**src/rtl/race_pkg.sv**
```systemverilog
// Shared definitions for the race controller: state codes, winner codes and
// the default race-timer saturation value.
package race_pkg;

  typedef enum logic [2:0] {
    S_IDLE      = 3'd0,
    S_COUNTDOWN = 3'd1,
    S_RUN       = 3'd2,
    S_DONE      = 3'd3
  } state_t;

  localparam logic [1:0] W_NONE = 2'b00;
  localparam logic [1:0] W_P1   = 2'b01;
  localparam logic [1:0] W_P2   = 2'b10;
  localparam logic [1:0] W_TIE  = 2'b11;

  localparam logic [7:0] TIME_MAX_DEFAULT = 8'd255;

endpackage

```
**src/rtl/rr_arbiter2.sv**
```systemverilog
// Two-player round-robin arbiter for the shared pixel-plot port. A grant is
// held until the grantee reports its burst done.
module rr_arbiter2 (
  input  logic       clk,
  input  logic       resetn,
  input  logic [1:0] req,
  input  logic       done,
  input  logic       active,
  output logic [1:0] grant
);

  logic       last_p2;
  logic       last_p2_next;
  logic [1:0] grant_next;

  always_ff @(posedge clk) begin
    if (!resetn) begin
      grant   <= 2'b00;
      last_p2 <= 1'b1;
    end else begin
      grant   <= grant_next;
      last_p2 <= last_p2_next;
    end
  end

  // New grants are only issued from a free port, so a done pulse always
  // leaves at least one idle cycle before the next burst.
  always_comb begin
    grant_next   = grant;
    last_p2_next = last_p2;
    if (!active) begin
      grant_next = 2'b00;
    end else if (grant == 2'b00) begin
      if (req[0] && (!req[1] || last_p2)) begin
        grant_next   = 2'b01;
        last_p2_next = 1'b0;
      end else if (req[1]) begin
        grant_next   = 2'b10;
        last_p2_next = 1'b1;
      end
    end else if (done) begin
      grant_next = 2'b00;
    end
  end

endmodule

```
**src/rtl/race_controller.sv**
```systemverilog
// Race game controller: countdown, timed run with finish detection, and
// arbitration of the shared plot port between the two players.
module race_controller
  import race_pkg::*;
#(
  parameter int         COUNT_TICKS = 3,
  parameter logic [7:0] TIME_MAX    = TIME_MAX_DEFAULT
) (
  input  logic       clk,
  input  logic       resetn,
  input  logic       start,
  input  logic       tick,
  input  logic [1:0] finish,
  input  logic [1:0] draw_req,
  input  logic       draw_done,
  output logic       enable,
  output logic       p_reset,
  output logic [1:0] grant,
  output logic [7:0] race_time,
  output logic [1:0] winner,
  output logic [2:0] state_out
);

  localparam int CD_W = (COUNT_TICKS < 2) ? 1 : $clog2(COUNT_TICKS + 1);
  localparam logic [CD_W-1:0] CD_LOAD = CD_W'(COUNT_TICKS);

  state_t          state, state_next;
  logic [CD_W-1:0] cd, cd_next;
  logic [7:0]      time_next;
  logic [1:0]      winner_next;
  logic            arb_active;

  always_ff @(posedge clk) begin
    if (!resetn) begin
      state     <= S_IDLE;
      cd        <= '0;
      race_time <= 8'd0;
      winner    <= W_NONE;
      enable    <= 1'b0;
      p_reset   <= 1'b1;
    end else begin
      state     <= state_next;
      cd        <= cd_next;
      race_time <= time_next;
      winner    <= winner_next;
      enable    <= (state_next == S_RUN);
      p_reset   <= (state_next == S_IDLE);
    end
  end

  // Dropping start aborts from anywhere; race_time and winner are kept for
  // display until the next countdown begins.
  always_comb begin
    state_next  = state;
    cd_next     = cd;
    time_next   = race_time;
    winner_next = winner;
    if (!start) begin
      state_next = S_IDLE;
    end else begin
      case (state)
        S_IDLE: begin
          state_next  = S_COUNTDOWN;
          cd_next     = CD_LOAD;
          time_next   = 8'd0;
          winner_next = W_NONE;
        end
        S_COUNTDOWN: begin
          if (tick) begin
            cd_next = cd - 1'b1;
            if (cd == CD_W'(1)) state_next = S_RUN;
          end
        end
        S_RUN: begin
          if (tick && race_time != TIME_MAX) time_next = race_time + 8'd1;
          if (finish != 2'b00) begin
            state_next  = S_DONE;
            winner_next = finish;
          end else if (tick && race_time == TIME_MAX - 8'd1) begin
            state_next  = S_DONE;
            winner_next = W_NONE;
          end
        end
        S_DONE: ;
        default: state_next = S_IDLE;
      endcase
    end
  end

  assign state_out  = state;
  assign arb_active = (state != S_IDLE) && start;

  rr_arbiter2 u_arb (
    .clk    (clk),
    .resetn (resetn),
    .req    (draw_req),
    .done   (draw_done),
    .active (arb_active),
    .grant  (grant)
  );

endmodule

```
**config.mk**
```make
export PLATFORM = sky130hd
export DESIGN_NAME = race_controller
export DESIGN_NICKNAME = d
export VERILOG_FILES = /design/src/rtl/race_pkg.sv /design/src/rtl/rr_arbiter2.sv /design/src/rtl/race_controller.sv
export SDC_FILE = /design/constraint.sdc
export NUM_CORES = 1
export LEC_CHECK = 0
export BUFFER_PORTS_ARGS = -buffer_cell sky130_fd_sc_hd__buf_2
export CORE_ASPECT_RATIO = 0.6
export CORE_UTILIZATION = 30
export CTS_CLUSTER_SIZE = 40
export DETAILED_ROUTE_END_ITERATION = 12
export GPL_TIMING_DRIVEN = 0
export MAX_ROUTING_LAYER = met4
export PLACE_DENSITY = 0.62
export SYNTH_ARGS = -nofsm -noshare
export SYNTH_HDL_FRONTEND = slang
export SYNTH_SLANG_ARGS = --single-unit
```
**constraint.sdc**
```tcl
create_clock -name clk -period 2.3 [get_ports clk]
set_clock_uncertainty 0.2 [all_clocks]
set_input_delay 0.345 -clock clk [delete_from_list [all_inputs] [get_ports clk]]
set_output_delay 0.345 -clock clk [all_outputs]
set_load 0.02 [all_outputs]
```
; After elaboration in Yosys (flattened, before gate mapping)
; Cells that the tools add are included.
[op_classes]
add_sub_neg = 2
n_eq_ne = 11
n_mux = 19
reduce_logical = 21
[op_table]
columns = cell, count
row1 = $pmux W8 S2, 1
row2 = $mux W3, 5
row3 = $mux W2, 7
row4 = $pmux W3 S4, 1
row5 = $reduce_and A3 Y1, 4
row6 = $reduce_bool A2 Y1, 5
row7 = $eq A3 B2 Y1 const B, 3
row8 = $add A8 B1 Y8 const B, 1
row9 = $eq A8 B8 Y1 const B, 1
row10 = $mux W8, 1
row11 = $ne A8 B8 Y1 const B, 1
row12 = $pmux W2 S2, 2
row13 = $logic_not A3 Y1, 2
row14 = $ne A3 B3 Y1 const B, 2
row15 = $logic_and A1 B1 Y1, 4
row16 = $ne A2 B2 Y1 const B, 2
row17 = $reduce_and A2 Y1, 2
row18 = $eq A3 B1 Y1 const B, 1
row19 = $reduce_bool A3 Y1, 1
row20 = $eq A2 B1 Y1 const B, 1
row21 = $logic_not A2 Y1, 1
row22 = $mux W1, 2
row23 = $sub A2 B1 Y2 const B, 1
row24 = $logic_not A1 Y1, 1
row25 = $logic_or A1 B1 Y1, 1
[word_totals]
reg_bits = 20
inputBits = 9
output_inout_bits = 17
word_cells = 61

; Longest topological paths before layout
; Gate-level depths: netlist (run 1).
[depth]
word_depth = 7
depth_mapped = 6
mapped_depth_nobuf = 6

; Modules after synthesis
; A second synthesis (run 1) with hierarchy kept.
[unflattened]
cells_unflattened = 106
area_unflattened_um2 = 1006.0
[by_module_without_submodules]
columns = mod, instances, cells_each, area_each_um2
row1 = race_controller, 1, 90, 857.1
row2 = rr_arbiter2, 1, 16, 148.9

; Worst setup path after synthesis (run 1)
; No wires, ideal clock.
[synth_timing]
path_type = reg2reg
from = register state[0], in the netlist state_out[0]
to = register race_time[4]
setup_ns = 0.070
arrival_ns = 1.448
required_time_ns = 2.030
setup_slack_ns = 0.583
path_stages_with_launch = 6
n_path_buf = 1
period_less_slack_ns = 1.717
cell_sequence = dfxtp_1 -> buf_6 -> nor3b_4 -> o2111ai_2 -> or3_1 -> a21oi_1
[synth_via]
elab_chain_cells = 3
elab_cells_between_ends = 6
[synth_rtl]
columns = item, line_no
row1 = "start, declared", race_controller.sv:27  ; state_t state, state_next;
row2 = "start signal, assigned", race_controller.sv:42  ; state <= state_next;
row3 = $eq A3 B2 Y1 / $logic_not A3 Y1 (equally long branches), race_controller.sv:61  ; case (state)
row4 = $ne A2 B2 Y1 (no source line) / $reduce_bool A2 Y1 (equally long branches), --
row5 = $reduce_and A3 Y1 (no source line), --
row6 = "end signal, assigned", race_controller.sv:44  ; race_time <= time_next;
row7 = "end, declared", race_controller.sv:19  ; output logic [7:0] race_time,
; Parallel ways exist; a longest one is shown, timed or not.
; A chain may end at the register's enable or synchronous reset.

; Worst setup path after layout (run 1)
[layout_timing]
from = register state[0], in the netlist state_out[0]
to = register race_time[5]
; The elaborated chain is that of the path after synthesis.

==> summary.md, run 1 <==
| Metric | Value |
|---|---|
| CTS Root Buffer Type | `clkbuf_8` |
| Post-synth EDFFs | `0` |
| Post-DR wirelength/cell | `approximately 13 um` |
| Crit path DAT | `about 1800 ps` |
| Sequential share of the synthesized area | `between 40 and 50%` |
| Finished Layout Cells | `~180` |
| Pwr dens | `~530 nW/um^2` |
| Synthesis-to-finish area growth | `21.9%` |
| Worst hold-check path type | `input port to register` |
| Mapped Area | `between 900 and 1000 sq um` |
| F_max | `~0.56 GHz` |
| Most frequent cells in the layout | `buf_2, dfxtp_1, o21ai_0` |
| CP endpoint kind | `register` |
| Placer Congestion | `0.737` |
| Antenna diode instance count | `0` |
| Peak supply drop | `171 uV` |
| Post-synth cell types | `41` |
| Area occupied by multi-input gates | `551 sq um` |
| Drt drc | `0` |
| Vias in the first global route | `804` |
| Sequential Area | `400 sq um` |
| First-pass GRT wire length | `around 3.7 mm` |
| CTS clock-pin slew for the worst setup and hold paths | `~70 ps` |
| Crit path max fanout | `9` |
| Synth area leader | `dfxtp_1` |
| Die ar. | `3570 sq um` |
| Top_reg_cell synth | `dfxtp_1` |
| LEAKAGE | `~0.47 nW` |
| Fill count | `about 310` |
| Vias post-DR | `approximately 900` |
| Number of setup buffers added after CTS | `0` |
| Port bufs | `25` |
| Worst-case clock buffer depth | `2` |
| Max-Cap Viols | `0` |
| Startpoint Class | `register` |
| DRT iter0 DRCs | `a little over 60` |
| Num Clock Sinks | `20` |
| Routed WL | `around 2.3 mm` |
| GRT Util Overall | `between 10 and 15%` |
| I/O Pins | `26` |
| Cell count after synthesis | `112` |
| Pin count of the biggest net entering global routing | `11` |
| Final antenna-violating net count | `0` |
| Placement Rows | `15` |
| # resized after CTS | `0` |
| Post-synth top area share | `roughly 40%` |
| Fin. max-slew vios | `0` |
| Grt ovf | `0` |
| Run status | `finished clean` |
| CTS tree | `yes` |
| H-Tree Depth | `1` |
| Nets | `around 150` |
| CTS Buf Count | `3` |
| Most common cell after layout, fill and taps aside | `buf_2` |
| Share of layout cells above drive strength 1 | `approximately 29%` |
| Post-synth ARST share | `0%` |
| Final min period | `1780 ps` |
| Vias per cell | `around 5.1` |
| Setup Viol. Count Final | `0` |
| Tcrit/Tclk final | `77.4%` |
| Syn_nets | `124` |
| Ranking of synthesized cells by area | `dfxtp_1, o21ai_0, ha_1` |
| Die Y | `between 40 and 50 um` |
| Synth warn | `0` |
| Effective utilization at floorplan | `33.1%` |
| Final Hold Viols | `0` |
| HPWL after DPL | `around 1.8 mm` |
| Cells after DPL | `179` |
| Synth Register Bits | `20` |
| Setup_tns | `0 ps` |
| Core Region | `about 3000 sq um` |
| RSZ-0062 raised after global routing | `no` |
| Initial antenna violation count | `0` |
| Avg Inst Size Synth | `8.93 sq um` |
| Clock latency on the worst-skew pair | `roughly 250 ps` |
| Post-CTS Hold Buffers | `0` |
| Chip Width | `between 70 and 80 um` |
| CP required | `approximately 2300 ps` |
| Drt first pass iters | `4` |
| Crit path kind | `register to register` |
[worst paths after layout]
path                              startpoint           end  slack (ps)  depth (start not counted)
worst min-delay path               finish[1]     winner[1]         200                          3
worst max-delay path            state_out[0]  race_time[5]         520                          5
worst min register to register     winner[0]     winner[0]         290                          2
worst max register to register  state_out[0]  race_time[5]         520                          5
[sequential cells by signal, summed over array words and instances (netlist names)]
name and cells:
winner 2, state_out 3, u_arb.grant 2, cd 2, enable 1, race_time 8
p_reset 1, u_arb.last_p2 1
[Yosys cell counts, types with 2 or more instances]
| cell type | instances |
|---|---|
| a21boi_1 | 2 |
| a21oi_1 | 7 |
| a32oi_1 | 2 |
| buf_4 | 2 |
| dfxtp_1 | 20 |
| ha_1 | 3 |
| inv_1 | 6 |
| nand2_1 | 7 |
| nand3_1 | 4 |
| nand4_1 | 5 |
| nor2_1 | 9 |
| o2111ai_2 | 2 |
| o21ai_0 | 11 |
| o22ai_1 | 2 |
| or3_1 | 4 |
[where the power goes]
| part | total (mW) | internal, mW | leakage, nW | switching [mW] |
|---|---|---|---|---|
| clock network | 0.220 | 0.116 | 0.0216 | 0.104 |
| logic | 0.0612 | 0.0261 | 0.287 | 0.0351 |
| registers | 0.360 | 0.353 | 0.163 | 0.00630 |
[routing by layer]
metal / routed length (um) / share of wire (%) / GRT usage (%)
met1: 1190 / 51 / 18.3
met2: 965 / 41 / 20.2
met3: 140 / 6.0 / 5.15
met4: 26 / 1.1 / 5.77
met5: 0 / 0 / -
[final cells by class]
| cell class | count | share of cell area (%) |
|---|---|---|
| Buffer | 3 | 2.16 |
| Clock buffer | 3 | 3.39 |
| Inverter | 6 | 1.85 |
| Multi-Input combinational cell | 83 | 45.2 |
| Sequential cell | 20 | 32.9 |
| Tap cell | 42 | 4.31 |
| Timing Repair Buffer | 25 | 10.3 |
[stage by stage]
stage                     power (mW)  util [%]  hold WS, ps  setup slack (ps)  area [sq um]
final                          0.641      40.3          195               519          1220
after global routing           0.678      40.3          188               324          1220
after CTS                      0.648      40.3          184               522          1220
after detailed placement       0.428      39.0          268               451          1180
after global placement         0.425      39.0          270               494          1180
after floorplan                0.404         -          286               583          1000
[critical path, cell delays in order, from the launching register on]
cell and delay (ps):
dfxtp_1 320, buf_6 140, nor3b_4 350, o2111ai_2 220, or3_1 350, a21oi_1 140
[logic make-up after synthesis]
| kind of cell | synth area share [%] |
|---|---|
| DFF | 40.0 |
| xor gates and xnor gates | 0.876 |
| AOI/OAI and AO/OA | 25.3 |
| other | 0.375 |
| buffers and inverters | 4.88 |
| and+or+nand+nor | 24.8 |
| adders and majority gates | 3.76 |
Note: power is estimated with default switching activity, not from simulation.
==> inputs of run 2 (changes only) <==
--- a/config.mk
+++ b/config.mk
@@ -12,7 +12,7 @@
 export DETAILED_ROUTE_END_ITERATION = 12
 export GPL_TIMING_DRIVEN = 0
 export MAX_ROUTING_LAYER = met4
-export PLACE_DENSITY = 0.62
+export PLACE_DENSITY = 0.64
 export SYNTH_ARGS = -nofsm -noshare
 export SYNTH_HDL_FRONTEND = slang
 export SYNTH_SLANG_ARGS = --single-unit
==> constraint.sdc (replaced) <==
create_clock -name clk -period 1.55 [get_ports clk]
set_clock_uncertainty 0.2 [all_clocks]
set_input_delay 0.2325 -clock clk [delete_from_list [all_inputs] [get_ports clk]]
set_output_delay 0.2325 -clock clk [all_outputs]
set_load 0.02 [all_outputs]
==> run 2 against run 1 <==
The flow now finishes with violations (negative setup slack); sequential share of layout area fell by 2.4 points; largest power group unchanged; critical path depth grew 1; setup slack got worse by 620 ps; largest cell class unchanged; hold slack got worse by 110 ps.
==> summary.md, run 2 (synthesized netlist as in run 1, its figures left out) <==
| Metric | Value |
|---|---|
| Grt ovf | `0` |
| Max-Cap Viols | `0` |
| Reg2Reg Launch Point | `race_time[0]` |
| HPWL after DPL | `roughly 1.8 mm` |
| CTS Root Buffer Type | `clkbuf_8` |
| Worst reg2reg path depth | `6` |
| Initial antenna violation count | `0` |
| Setup Viol. Count Final | `4` |
| Pin count of the biggest net entering global routing | `11` |
| Die ar. | `roughly 3600 sq um` |
| Worst reg2reg endpoint | `race_time[4]` |
| CP Capture Point | `race_time[4]` |
| Fin. max-slew vios | `0` |
| CP required | `roughly 1500 ps` |
| Rel. slew slack | `between 60 and 70%` |
| Fin Hold WS | `88.4 ps` |
| Effective utilization at floorplan | `33.1%` |
| CTS Buf Count | `3` |
| CP endpoint kind | `register` |
| Post-CTS Hold Buffers | `0` |
| Worst hold-check path type | `input port to register` |
| Most frequent cells in the layout | `buf_2, dfxtp_1, buf_4` |
| Design Area, Final | `roughly 1400 sq um` |
| Pwr dens | `between 600 and 700 nW/um^2` |
| Placed Area | `1180 sq um` |
| First-pass GRT wire length | `approximately 4.0 mm` |
| Placement-stage worst setup slack | `-214 ps` |
| Tcrit/Tclk final | `106%` |
| RSZ-0062 raised after global routing | `yes` |
| Final min period | `roughly 1600 ps` |
| Share of layout cells above drive strength 1 | `between 40% and 50%` |
| Biggest register | `race_time` |
| LEAKAGE | `0.532 nW` |
| Failing checks | `negative setup slack` |
| Finished Layout Cells | `192` |
| Drt first pass iters | `4` |
| Clock latency on the worst-skew pair | `250 ps` |
| F_max | `0.606 GHz` |
| Crit path DAT | `1630 ps` |
| Chip Width | `around 77 um` |
| Synthesis-to-finish area growth | `38.5%` |
| Core Region | `3020 sq um` |
| Most common cell after layout, fill and taps aside | `buf_2` |
| Final antenna-violating net count | `0` |
| Cells after DPL | `approximately 180` |
| Crit path kind | `register to register` |
| Area occupied by multi-input gates | `around 610 sq um` |
| Final Hold Viols | `0` |
| CTS clock-pin slew for the worst setup and hold paths | `70 ps` |
| Hold wc startpoint | `finish[1]` |
| I/O Pins | `26` |
| Antenna diode instance count | `0` |
| Startpoint Class | `register` |
| Worst-case clock buffer depth | `2` |
| H-Tree Depth | `1` |
| DRT iter0 DRCs | `93` |
| CTS tree | `yes` |
| Worst slew pin tran | `~510 ps` |
| Final WS setup | `-99.3 ps` |
| Placement Rows | `15` |
| Nets | `roughly 160` |
| CP Launch Point | `race_time[0]` |
| Drt drc | `0` |
| Crit path max fanout | `3` |
| Peak supply drop | `262 uV` |
| GRT Util Overall | `15.7%` |
| Placer Congestion | `~0.77` |
| Routed WL | `between 2 and 3 mm` |
| Vias post-DR | `989` |
| Die Y | `around 47 um` |
| Num Clock Sinks | `20` |
| Max reg flops | `8` |
| Port bufs | `25` |
| Final core occ | `between 40% and 50%` |
| Vias per cell | `just over 5` |
| Sequential Area | `about 420 sq um` |
| Vias in the first global route | `between 800 and 900` |
| Run status | `finished, violations left` |
| R2r setup slk | `-100 ps` |
| Post-DR wirelength/cell | `between 10 and 15 um` |
| Fill count | `between 300 and 400` |
## run 2: worst max-delay path, stage by stage, from the launching register on
cell and delay (ps):
dfxtp_4 360, ha_4 160, nand4_1 140, buf_4 140, o2111ai_2 120, or3_1 330
a21oi_1 130
## run 2: report_power, final
group	switching, mW	leakage (nW)	internal [mW]	total, mW
Clock	0.153	0.0216	0.173	0.326
Combinational	0.0557	0.343	0.0470	0.103
Sequential	0.0117	0.168	0.519	0.531
Total	0.220	0.532	0.739	0.959
## run 2: final cells by class
| class | instances | area share [%] |
|---|---|---|
| plain buffers | 2 | 1.08 |
| clock buffers | 3 | 2.98 |
| inverters | 6 | 1.81 |
| multi-input cells | 83 | 44.1 |
| flip-flops and latches | 20 | 30.4 |
| well taps | 42 | 3.79 |
| repair buffers | 36 | 15.8 |
## run 2: how the worst min path moves through the flow
stage	endpoint	slack, ps	cells past startpoint
after floorplan	p_reset	190	1
after global placement	winner[1]	270	2
after detailed placement	winner[1]	280	2
after CTS	winner[1]	80	3
after global routing	winner[1]	90	3
final	winner[1]	90	3
## run 2: routing by layer
metal	vias up	track usage, %	wire length (um)
li1	498	-	-
met1	453	19.5	1280
met2	32	23.6	1220
met3	6	5.54	141
met4	0	6.54	64
met5	-	-	0
## run 2: through the flow
stage	total power [mW]	setup TNS [ps]
finish	0.959	-288
floorplan	0.600	-455
detailed placement	0.634	-805
global placement	0.631	-646
CTS	0.962	-192
global route	1.00	-1020
## run 2: repair_timing
action / CTS / global route
hold endpoints to repair: 0 / 0
pin swaps: 6 / 9
endpoints found under the setup margin: 8 / 15
resized for setup: 10 / 21
buffers inserted: 8 / 4
